==> config.mk <==
export PLATFORM = sky130hd
export DESIGN_NAME = rr_reg_arbiter
export DESIGN_NICKNAME = d
export VERILOG_FILES = /design/src/rtl/rr_reg_arbiter_pkg.sv /design/src/rtl/rr_reg_arbiter_rr_pick.sv /design/src/rtl/rr_reg_arbiter.sv
export SDC_FILE = /design/constraint.sdc
export NUM_CORES = 1
export LEC_CHECK = 0
export CAP_MARGIN = 15
export CORE_AREA = 2 2 65 67
export CTS_BUF_LIST = sky130_fd_sc_hd__clkbuf_8 sky130_fd_sc_hd__clkbuf_16
export CTS_CLUSTER_DIAMETER = 40
export DETAILED_ROUTE_END_ITERATION = 7
export DIE_AREA = 0 0 67 69
export GPL_TIMING_DRIVEN = 0
export PLACE_DENSITY = 0.77
export RECOVER_POWER = 100
export SYNTH_ARGS = -nofsm -noshare
export SYNTH_HDL_FRONTEND = slang
export SYNTH_SLANG_ARGS = --single-unit
export TNS_END_PERCENT = 50
==> constraint.sdc <==
create_clock -name clk -period 1.7 [get_ports clk]
set_input_delay 0.255 -clock clk [delete_from_list [all_inputs] [get_ports clk]]
set_output_delay 0.255 -clock clk [all_outputs]
set_load 0.05 [all_outputs]
==> src/rtl/rr_reg_arbiter_pkg.sv <==
// -----------------------------------------------------------------------------
// rr_reg_arbiter_pkg
// Shared definitions for the round-robin register-write arbiter:
//   - state_t          : FSM state encoding (IDLE / GRANT / DONE)
//   - DEF_N_REQ        : default number of requesters
//   - DEF_DATA_W       : default width of the shared register
// -----------------------------------------------------------------------------
package rr_reg_arbiter_pkg;

  localparam int DEF_N_REQ  = 4;
  localparam int DEF_DATA_W = 8;

  typedef enum logic [1:0] {
    ST_IDLE  = 2'd0,
    ST_GRANT = 2'd1,
    ST_DONE  = 2'd2
  } state_t;

endpackage : rr_reg_arbiter_pkg

==> src/rtl/rr_reg_arbiter_rr_pick.sv <==
// -----------------------------------------------------------------------------
// rr_pick
// Combinational round-robin winner search. Finds the first set request bit
// starting at i_ptr and wrapping past N_REQ-1 back to 0.
// Ports:
//   i_req   [N_REQ-1:0]  request lines
//   i_ptr   [IDX_W-1:0]  highest-priority index for this search
//   o_found              at least one request is set
//   o_w     [IDX_W-1:0]  winner index (0 when nothing is found)
// -----------------------------------------------------------------------------
module rr_pick
  import rr_reg_arbiter_pkg::*;
#(
  parameter  int N_REQ = DEF_N_REQ,
  localparam int IDX_W = $clog2(N_REQ)
) (
  input  logic [N_REQ-1:0] i_req,
  input  logic [IDX_W-1:0] i_ptr,
  output logic             o_found,
  output logic [IDX_W-1:0] o_w
);

  // Rotating a doubled copy right by ptr puts request ptr at bit 0,
  // ptr+1 at bit 1, ... so a plain lowest-bit-first search gives the
  // round-robin order without any modulo on the request index.
  logic [2*N_REQ-1:0] w_dbl;
  logic [2*N_REQ-1:0] w_shift;
  logic [N_REQ-1:0]   w_rot;

  assign w_dbl   = {i_req, i_req};
  assign w_shift = w_dbl >> i_ptr;
  assign w_rot   = w_shift[N_REQ-1:0];

  always_comb begin
    int sum;
    // NOTE: every variable written in a combinational block gets a default
    // before any conditional assignment, otherwise a latch is inferred.
    o_found = 1'b0;
    o_w     = '0;
    sum     = 0;
    // Walk from the far end down so the offset nearest ptr is written last.
    for (int j = N_REQ - 1; j >= 0; j--) begin
      if (w_rot[j]) begin
        o_found = 1'b1;
        sum     = int'(i_ptr) + j;
        if (sum >= N_REQ) begin
          sum = sum - N_REQ;
        end
        o_w = IDX_W'(sum);
      end
    end
  end

endmodule : rr_pick

==> src/rtl/rr_reg_arbiter.sv <==
// -----------------------------------------------------------------------------
// rr_reg_arbiter
// Round-robin write arbiter in front of one shared DATA_W-bit register. A
// transfer takes three cycles: IDLE picks a winner and raises gnt, GRANT
// loads the winner's data and raises ack, DONE lets the requester see ack
// before the next arbitration.
// Ports:
//   clk                    clock, all state changes on the rising edge
//   reset                  synchronous active-high reset
//   req     [N_REQ-1:0]    request lines, held high until ack
//   wdata   [N_REQ*DATA_W] flattened write data, slice i for requester i
//   gnt     [N_REQ-1:0]    registered one-hot grant (zero when idle)
//   ack     [N_REQ-1:0]    registered one-cycle write-done pulse
//   q       [DATA_W-1:0]   shared register contents
//   q_owner [IDX_W-1:0]    index of the requester that last wrote q
//   busy                   high in GRANT and DONE
// -----------------------------------------------------------------------------
module rr_reg_arbiter
  import rr_reg_arbiter_pkg::*;
#(
  parameter  int N_REQ  = DEF_N_REQ,
  parameter  int DATA_W = DEF_DATA_W,
  localparam int IDX_W  = $clog2(N_REQ)
) (
  input  logic                    clk,
  input  logic                    reset,
  input  logic [N_REQ-1:0]        req,
  input  logic [N_REQ*DATA_W-1:0] wdata,
  output logic [N_REQ-1:0]        gnt,
  output logic [N_REQ-1:0]        ack,
  output logic [DATA_W-1:0]       q,
  output logic [IDX_W-1:0]        q_owner,
  output logic                    busy
);

  state_t              r_state,  w_state_nxt;
  logic [IDX_W-1:0]    r_ptr,    w_ptr_nxt;
  logic [IDX_W-1:0]    r_w,      w_w_nxt;
  logic [N_REQ-1:0]    r_gnt,    w_gnt_nxt;
  logic [N_REQ-1:0]    r_ack,    w_ack_nxt;
  logic [DATA_W-1:0]   r_q,      w_q_nxt;
  logic [IDX_W-1:0]    r_owner,  w_owner_nxt;
  logic                r_busy,   w_busy_nxt;

  logic                w_found;
  logic [IDX_W-1:0]    w_pick;
  logic [N_REQ-1:0]    w_pick_onehot;
  logic [N_REQ-1:0]    w_held_onehot;
  logic [DATA_W-1:0]   w_slice;
  logic [IDX_W-1:0]    w_ptr_inc;

  rr_pick #(
    .N_REQ (N_REQ)
  ) u_pick (
    .i_req   (req),
    .i_ptr   (r_ptr),
    .o_found (w_found),
    .o_w     (w_pick)
  );

  // One-hot decodes and the winner's data slice, selected by index compare
  // so no variable-width arithmetic appears in a part-select.
  always_comb begin
    w_pick_onehot = '0;
    w_held_onehot = '0;
    w_slice       = '0;
    for (int i = 0; i < N_REQ; i++) begin
      w_pick_onehot[i] = (w_pick == IDX_W'(i));
      w_held_onehot[i] = (r_w == IDX_W'(i));
      if (r_w == IDX_W'(i)) begin
        w_slice = wdata[i*DATA_W +: DATA_W];
      end
    end
  end

  // Explicit wrap so a non-power-of-two N_REQ never lets ptr reach N_REQ.
  assign w_ptr_inc = (r_w == IDX_W'(N_REQ - 1)) ? '0 : r_w + IDX_W'(1);

  always_comb begin
    w_state_nxt = r_state;
    w_ptr_nxt   = r_ptr;
    w_w_nxt     = r_w;
    w_gnt_nxt   = r_gnt;
    w_ack_nxt   = r_ack;
    w_q_nxt     = r_q;
    w_owner_nxt = r_owner;
    w_busy_nxt  = r_busy;

    unique case (r_state)
      ST_IDLE: begin
        if (w_found) begin
          w_w_nxt     = w_pick;
          w_gnt_nxt   = w_pick_onehot;
          w_busy_nxt  = 1'b1;
          w_state_nxt = ST_GRANT;
        end
      end

      ST_GRANT: begin
        w_gnt_nxt = '0;
        if (req[r_w]) begin
          w_q_nxt     = w_slice;
          w_owner_nxt = r_w;
          w_ack_nxt   = w_held_onehot;
          w_ptr_nxt   = w_ptr_inc;
          w_state_nxt = ST_DONE;
        end else begin
          // Requester withdrew: drop the grant, leave q and ptr untouched.
          w_busy_nxt  = 1'b0;
          w_state_nxt = ST_IDLE;
        end
      end

      ST_DONE: begin
        // No arbitration here: the winner's req is still high this cycle
        // and would be re-granted as a stale request.
        w_ack_nxt   = '0;
        w_busy_nxt  = 1'b0;
        w_state_nxt = ST_IDLE;
      end

      default: begin
        w_gnt_nxt   = '0;
        w_ack_nxt   = '0;
        w_busy_nxt  = 1'b0;
        w_state_nxt = ST_IDLE;
      end
    endcase
  end

  always_ff @(posedge clk) begin
    // NOTE: sequential state uses non-blocking assignment so every register
    // samples pre-edge values regardless of statement order.
    if (reset) begin
      r_state <= ST_IDLE;
      r_ptr   <= '0;
      r_w     <= '0;
      r_gnt   <= '0;
      r_ack   <= '0;
      r_q     <= '0;
      r_owner <= '0;
      r_busy  <= 1'b0;
    end else begin
      r_state <= w_state_nxt;
      r_ptr   <= w_ptr_nxt;
      r_w     <= w_w_nxt;
      r_gnt   <= w_gnt_nxt;
      r_ack   <= w_ack_nxt;
      r_q     <= w_q_nxt;
      r_owner <= w_owner_nxt;
      r_busy  <= w_busy_nxt;
    end
  end

  assign gnt     = r_gnt;
  assign ack     = r_ack;
  assign q       = r_q;
  assign q_owner = r_owner;
  assign busy    = r_busy;

endmodule : rr_reg_arbiter
; ---- Word-level counts from Yosys, hierarchy flattened
; Cells that the tools add are included.
[op_classes]
n_mux = 29
bitwise_logic = 2
n_addsub = 8
n_eq_ne = 11
magnitude_cmp = 5
shift = 1
n_reduce_logical = 8
[ops]
columns = operator, count
row1 = two-way mux 8 bit, 4
row2 = two-way mux 2 bit, 11
row3 = one-hot mux 4 bit (2 select lines), 2
row4 = equality test 2 bit (second input constant), 5
row5 = AND reduction 2 bit, 5
row6 = >= comparator 3 bit (second input constant), 3
row7 = two-way mux 4 bit, 2
row8 = >> shifter 8 x 2 -> 4 bit, 1
row9 = subtractor 2 x 1 -> 2 bit (second input constant), 4
row10 = two-way mux 1 bit, 7
row11 = adder 2 x 2 -> 3 bit (second input constant), 2
row12 = equality test 2 x 1 -> 1 bit (second input constant), 3
row13 = logical NOT 2 bit, 3
row14 = != test 2 bit (second input constant), 2
row15 = one-hot mux 2 bit (2 select lines), 1
row16 = adder 2 x 1 -> 3 bit (second input constant), 1
row17 = >= comparator 2 x 3 -> 1 bit (second input constant), 1
row18 = less-than comparator 2 x 3 -> 1 bit (second input constant), 1
row19 = adder 2 x 1 -> 2 bit (second input constant), 1
row20 = binary-select mux 1 bit (select 2 bit), 1
row21 = != test 2 x 1 -> 1 bit (second input constant), 1
row22 = NOT 1 bit, 2
row23 = one-hot mux 1 bit (2 select lines), 1
[word_totals]
output_inout_bits = 19
inputBits = 38
ff_bits = 25
word_cells = 72

; ---- Longest topological paths before layout
; Gate-level depths: netlist of the first run.
[logic_depth]
ltp_word = 10
mapped_depth = 8
ltp_nobuf = 6

; ---- Cells and area by module
; From an unflattened synthesis of the first run, not the netlist that was laid out.
[hier_totals]
cells_unflattened = 172
hier_area_um2 = 1331.3
[by_module_without_submodules]
columns = mod, area_per_inst_um2, cells_each, seq_area_each_um2, instances
row1 = rr_reg_arbiter, 1253.7, 157, 500.5, 1
row2 = rr_pick, 77.6, 15, 0.0, 1

; ---- Least setup slack after synthesis of the first run
; Ideal clock, no wire load.
[synth_timing]
path_kind = register to register
start = register r_w[0]
end = register r_q[6], in the netlist q[6]
path_buffers = 2
period_less_slack_ps = 1673
slack_ps = 27
setup_ps = 145
t_arrival_ps = 1528
t_required_ps = 1555
stages_incl_launch_ff = 9
cell_sequence = dfxtp_1 inv_1 ha_1 clkbuf_1 clkbuf_1 a21oi_1 o21ai_0 a22oi_1 a221oi_2
[synth_between]
elab_chain_len = 5
elab_cells_between_ends = 11
cone_classes = eq/ne (3) / mux (6) / reduce/logical (2)
[synth_lines]
columns = item, line
row1 = "start, declared", rr_reg_arbiter.sv:38  ; logic [IDX_W-1:0] r_w, w_w_nxt;
row2 = "start signal, assigned", rr_reg_arbiter.sv:146  ; r_w <= w_w_nxt;
row3 = logical NOT 2 bit, rr_reg_arbiter.sv:70  ; if (r_w == IDX_W'(i)) begin
row4 = two-way mux 8 bit (4 in series), rr_reg_arbiter.sv:70
row5 = "end signal, assigned", rr_reg_arbiter.sv:149  ; r_q <= w_q_nxt;
row6 = "end, declared", rr_reg_arbiter.sv:41  ; logic [DATA_W-1:0] r_q, w_q_nxt;
; Several ways; a longest one is shown, not always the timed one. The select of a mux whose other input is x is not followed.
; A chain may end at the register's enable or synchronous reset.

; ---- Final worst setup path of the first run
[layout_timing]
start = register r_q[7], in the netlist q[7]
end = output port q[7]
[layout_lines]
columns = item, line
row1 = "end, declared", rr_reg_arbiter.sv:31  ; output logic [DATA_W-1:0] q,
; No word-level cell between the ends.

==> summary.md, run 1 <==
| Metric | Value |
|---|---|
| Status | `complete, no violations` |
| Slew headroom | `53.74%` |
| Sequential share of the synthesized area | `34.07%` |
| CP peak stage delay | `810 ps` |
| Type of the most critical hold path | `flip-flop to flip-flop` |
| Netlist cell types | `37` |
| Total gr overflow | `0` |
| Crit start category | `flip-flop` |
| CTS tree | `built` |
| Synthesized Nets | `229` |
| Drt pass-1 iters | `4` |
| Area Growth Syn to Fin | `46.17%` |
| DR DRC count | `0` |
| Root Driver | `clkbuf_8` |
| Final Cycle Share | `97.88%` |
| Setup WS post-layout | `35.98 ps` |
| Io pins | `57` |
| Num CTS Buffers | `3` |
| All-Layer GR Usage | `17.74%` |
| Mean Syn Cell Area | `7.855 um^2` |
| Leak pwr | `0.8016 nW` |
| Core area | `3914 um^2` |
| Initial Util | `37.53%` |
| Pins over their slew limit | `0` |
| Synthesis Warnings | `0` |
| Cell Area, Synth | `1469 um^2` |
| Delay-heaviest family, CP | `buffers and inverters` |
| RePlAce Congestion | `0.8556` |
| Slew of the pin with the lowest slew margin | `693.9 ps` |
| Share of cells above drive strength 1 | `15.10%` |
| Nets | `288` |
| Routed length per placed instance | `14.13 um` |
| Total negative slack | `0 ps` |
| Initial DRC count | `118` |
| Hold_ws | `462.9 ps` |
| H-tree depth | `1` |
| Synth top area share | `34.07%` |
| VDD IR-drop max | `0.3883 mV` |
| Total wire length | `4.168 mm` |
| Hold_buf cts | `0` |
| Max_cap viols | `0` |
| Final setup viols | `0` |
| Clock Latency Late Sink | `260 ps` |
| Worst-path clk slew | `90 ps` |
| Global-route wire length before repair | `6.568 mm` |
| # port buffers | `56` |
| Maximum clock insertion buffer count | `2` |
| Synth area leader | `dfxtp_1` |
| Vias in the first global route | `1,488` |
| CP Class | `flip-flop to primary output` |
| Endpoints failing hold | `0` |
| Crit Path Max Fanout | `2` |
| Number of vias per cell | `5.261` |
| Die area | `4623 um^2` |
| Required time worst endpoint | `1440 ps` |
| PwrDens | `735.3 nW/um^2` |
| Pre-CTS WS | `-295.3 ps` |
| Minimum clock period | `1664 ps` |
| Main area contributors after synthesis | `dfxtp_1, a21oi_1, nand2_1` |
| Initial antenna violation count | `0` |
| Vias | `1,552` |
| Pin count of the biggest net entering global routing | `15` |
| Number of synthesized register bits | `25` |
| WP data arrival | `1410 ps` |
| DP HPWL | `2.872 mm` |
| Die Span Y | `69 um` |
| Cells after synthesis | `187` |
| Die W | `67 um` |
| CP endpoint kind | `primary output` |
| FMAX | `601.0 MHz` |
| Buf/Inv on CP | `1` |
| Post-route ant nets | `0` |
| CP cell instances | `clkdlybuf4s50_1` |
| Row Count | `23` |
| Worst clock skew | `1.841 ps` |
| N_diodes | `0` |
| CTS Sinks | `25` |
| Slowest stage cell, crit path | `clkdlybuf4s50_1` |
[placed cells by master (no fill, tap or decap), types with 2 or more instances in the layout]
cell type / instances
nand3_1: 6
dfxtp_4: 2
clkdlybuf4s50_1: 44
clkbuf_8: 3
dlygate4sd2_1: 2
a22oi_1: 8
nor2_1: 6
nor3_1: 2
o32ai_1: 4
a21oi_1: 28
buf_6: 2
o21ai_0: 8
ha_2: 2
dfxtp_1: 23
nand2_1: 30
o22ai_1: 2
a221oi_2: 7
inv_1: 21
buf_4: 4
dlymetal6s2s_1: 2
clkbuf_4: 2
clkbuf_1: 8
[final cells by class]
class | instances | area (um^2)
well taps | 50 | 62.56
fillers | 388 | 1767
repair buffers | 58 | 534.3
clock inverters | 1 | 5.005
plain buffers | 9 | 66.31
clock buffers | 3 | 41.29
multi-input cells | 127 | 843.3
inverters | 22 | 86.33
flip-flops and latches | 25 | 508.0
[metrics by stage]
| stage | utilization [%] | cell area (um^2) | power [mW] | std cells |
|---|---|---|---|---|
| floorplan | - | 1469 | 1.022 | 187 |
| global placement | 53.45 | 2092 | 1.228 | 293 |
| detailed placement | 53.45 | 2092 | 1.232 | 293 |
| CTS | 55.02 | 2153 | 1.589 | 295 |
| global route | 54.86 | 2147 | 1.658 | 295 |
| finish | 54.86 | 2147 | 1.579 | 295 |
[cell families (layout without fill, tap and decap cells)]
logic type | Yosys count | in the layout | share of synthesized area (%)
adder cells (fa/ha/maj) | 4 | 4 | 3.407
multiplexers | 4 | 4 | 4.003
AO/OA/AOI/OAI | 65 | 65 | 31.09
AND/OR/NAND/NOR | 54 | 54 | 17.21
buffers and inverters | 35 | 93 | 10.22
flip-flops | 25 | 25 | 34.07
[routing by layer]
layer  global-route usage, %  share of wire, %  vias to the layer above
li1                        -                 -                      776
met1                   21.54                44                      716
met2                   31.79                49                       58
met3                   2.773               7.5                        2
met4                   4.308              0.41                        0
met5                       0                 0                        -
[cell usage after synthesis (all sizes together)]
library cell / n
nand2: 30
a21oi: 28
dfxtp: 25
inv: 22
o21ai: 9
a221oi: 8
a22oi: 8
clkbuf: 7
nand3: 7
buf: 6
nor2: 6
ha: 4
o32ai: 4
mux2: 2
nor3: 2
nor4: 2
o22ai: 2
a21o: 1
a2bb2oi: 1
a31o: 1
and2: 1
and2b: 1
mux2i: 1
mux4: 1
nand4: 1
nor3b: 1
o21a: 1
o221ai: 1
o22a: 1
or2: 1
or2b: 1
or3: 1
[power by group]
| group | total [mW] | switching (mW) | internal (mW) | leakage (nW) |
|---|---|---|---|---|
| logic | 0.570 | 0.327 | 0.243 | 0.570 |
| registers | 0.657 | 0.0281 | 0.629 | 0.206 |
| clock network | 0.351 | 0.187 | 0.164 | 0.0255 |
| total | 1.58 | 0.543 | 1.04 | 0.802 |
[worst paths after layout]
check | cells after the start | slack [ps] | to | start
setup / recovery | 1 | 40 | q[7] | q[7]
hold / removal | 2 | 460 | q[4] | q[4]
setup reg to reg | 6 | 120 | q[2] | r_state[0]
hold reg to reg | 2 | 460 | q[4] | q[4]
[sequential cells by signal, summed over array words and instances, names as in the netlist]
register  count
q             8
r_w           2
r_state       2
gnt           4
q_owner       2
r_ptr         2
ack           4
busy          1
[what timing repair did]
action,4_1_cts,5_1_grt
resized for setup,13,19
pin swaps,0,1
setup buffers,0,2
endpoints found under the setup margin,13,20
Power figures use the tool's default switching activity.
==> run 2: changes to the inputs <==
--- a/config.mk
+++ b/config.mk
@@ -5,6 +5,7 @@
 export SDC_FILE = /design/constraint.sdc
 export NUM_CORES = 1
 export LEC_CHECK = 0
+export ABC_CLOCK_PERIOD_IN_PS = 1700
 export CAP_MARGIN = 15
 export CORE_AREA = 2 2 65 67
 export CTS_BUF_LIST = sky130_fd_sc_hd__clkbuf_8 sky130_fd_sc_hd__clkbuf_16
==> results of run 2 <==
Same layout as run 1: the final DEF is identical, and so are final timing and power.
==> run 3: changes to the inputs <==
--- a/config.mk
+++ b/config.mk
@@ -12,7 +12,7 @@
 export CTS_CLUSTER_DIAMETER = 40
 export DETAILED_ROUTE_END_ITERATION = 7
 export DIE_AREA = 0 0 67 69
-export GPL_TIMING_DRIVEN = 0
+export MAX_ROUTING_LAYER = met4
 export PLACE_DENSITY = 0.77
 export RECOVER_POWER = 100
 export SYNTH_ARGS = -nofsm -noshare
==> summary.md, run 3 (synthesis results as in run 1) <==
| Metric | Value |
|---|---|
| Max FFs per register | `8 (unchanged)` |
| Utilization of the core after routing | `54.86% (unchanged)` |
| FILL cells | `390 (was 388)` |
| Total wire length | `4.042 mm (was 4.168 mm)` |
| Pins over their slew limit | `0 (unchanged)` |
| Leak pwr | `0.8076 nW (was 0.8016 nW)` |
| CP Class | `flip-flop to flip-flop (was flip-flop to primary output)` |
| Total gr overflow | `0 (unchanged)` |
| N_diodes | `0 (unchanged)` |
| Worst-path clk slew | `100 ps (was 90 ps)` |
| Global-route wire length before repair | `6.451 mm (was 6.568 mm)` |
| Initial DRC count | `75 (was 118)` |
| Vias in the first global route | `1,517 (was 1,488)` |
| FMAX | `639.6 MHz (was 601.0 MHz)` |
| CP endpoint kind | `flip-flop (was primary output)` |
| Unrepaired setup endpoints after global routing | `no` |
| VDD IR-drop max | `0.3458 mV (was 0.3883 mV)` |
| Commonest non-fill, non-tap cell in the layout | `clkdlybuf4s50_1 (unchanged)` |
| Post-route ant nets | `0 (unchanged)` |
| Post-route insts no fill | `306 (was 295)` |
| RePlAce Congestion | `0.8402 (was 0.8556)` |
| H-tree depth | `1 (unchanged)` |
| Clock Latency Late Sink | `280 ps (was 260 ps)` |
| Num CTS Buffers | `3 (unchanged)` |
| Multi-input gate area | `814.5 um^2 (was 843.3 um^2)` |
| All-Layer GR Usage | `17.97% (was 17.74%)` |
| PwrDens | `746.9 nW/um^2 (was 735.3 nW/um^2)` |
| Setup Buffers After CTS | `0 (unchanged)` |
| Worst clock skew | `4.997 ps (was 1.841 ps)` |
| Area Growth Syn to Fin | `46.17% (unchanged)` |
| Die area | `4623 um^2 (unchanged)` |
| Type of the most critical hold path | `flip-flop to flip-flop (unchanged)` |
| DR DRC count | `0 (unchanged)` |
| CTS tree | `built (unchanged)` |
| Placed cell count | `302 (was 293)` |
| Required time worst endpoint | `1890 ps (was 1440 ps)` |
| Number of vias per cell | `5.105 (was 5.261)` |
| Root Driver | `clkbuf_8 (unchanged)` |
| # port buffers | `56 (unchanged)` |
| Crit Path Max Fanout | `8 (was 2)` |
| Drt pass-1 iters | `4 (unchanged)` |
| Die Span Y | `69 um (unchanged)` |
| Die W | `67 um (unchanged)` |
| Endpoints failing hold | `0 (unchanged)` |
| Initial antenna violation count | `0 (unchanged)` |
| Share of cells above drive strength 1 | `15.23% (was 15.10%)` |
| Final setup viols | `0 (unchanged)` |
| Final Cycle Share | `91.97% (was 97.88%)` |
| Slew headroom | `59.46% (was 53.74%)` |
| Io pins | `57 (unchanged)` |
| Crit start category | `flip-flop (unchanged)` |
| Routed length per placed instance | `13.21 um (was 14.13 um)` |
| Slew of the pin with the lowest slew margin | `610.8 ps (was 693.9 ps)` |
| Pin count of the biggest net entering global routing | `18 (was 15)` |
| Commonest non-fill, non-tap cells in the layout | `clkdlybuf4s50_1, nand2_1, a21oi_1 (unchanged)` |
| Hold_ws | `457.6 ps (was 462.9 ps)` |
| Status | `complete, no violations (unchanged)` |
| WP data arrival | `1750 ps (was 1410 ps)` |
| Total negative slack | `0 ps (unchanged)` |
| Minimum clock period | `1564 ps (was 1664 ps)` |
| Max_cap viols | `0 (unchanged)` |
| Nets | `299 (was 288)` |
| Initial Util | `37.53% (unchanged)` |
| DP HPWL | `3.029 mm (was 2.872 mm)` |
| Maximum clock insertion buffer count | `2 (unchanged)` |
| Core area | `3914 um^2 (unchanged)` |
| Sequential cell area | `500.5 um^2 (was 508.0 um^2)` |
| Row Count | `23 (unchanged)` |
| CTS Sinks | `25 (unchanged)` |
| Vias | `1,562 (was 1,552)` |
## run 3: through the flow
step / total power [mW] / cell area (um^2) / setup WS (ps)
after floorplan: 1.022 / 1469 / 26.50
after global placement: 1.264 / 2180 / -100.4
after detailed placement: 1.271 / 2180 / -125.3
after CTS: 1.642 / 2228 / 110.9
after global routing: 1.673 / 2147 / 12.76
final: 1.604 / 2147 / 136.5
## run 3: worst max-delay path: stages (launching register included)
cell,delay [ps]
dfxtp_1,500
mux2i_1,230
nor2_1,80
or3_4,400
o32ai_1,270
## run 3: repair_timing
item                                    CTS  global route
hold buffers                              0             0
gates resized for setup                   0             1
endpoints found under the setup margin    0             2
## run 3: final cells by class
cell class	count	share of cell area, %
clock buffer	3	1.923
clock inverter	1	0.3497
inverter	22	3.846
multi-input combinational	127	37.94
sequential	25	23.31
tap	50	2.914
timing repair buffer	78	29.72
## run 3: path summary, 6_finish.rpt
kind                  from      to  slack (ps)  cells after the start
hold / removal      ack[1]  ack[1]         460                      2
hold reg to reg     ack[1]  ack[1]         460                      2
setup reg to reg  r_ptr[1]  gnt[1]         140                      4
setup / recovery  r_ptr[1]  gnt[1]         140                      4
## run 3: routing by layer
| metal | GRT usage [%] | vias to the layer above | part of all wire [%] |
|---|---|---|---|
| met5 | - | - | 0 |
| met1 | 21.10 | 703 | 44 |
| met4 | 5.215 | 0 | 1.2 |
| met2 | 31.13 | 55 | 48 |
| li1 | - | 799 | - |
| met3 | 2.610 | 5 | 7.1 |
## run 3: power by group
group	switching, mW	internal (mW)
combinational	0.326	0.243
sequential	0.0261	0.630
clock	0.212	0.167
total	0.564	1.04
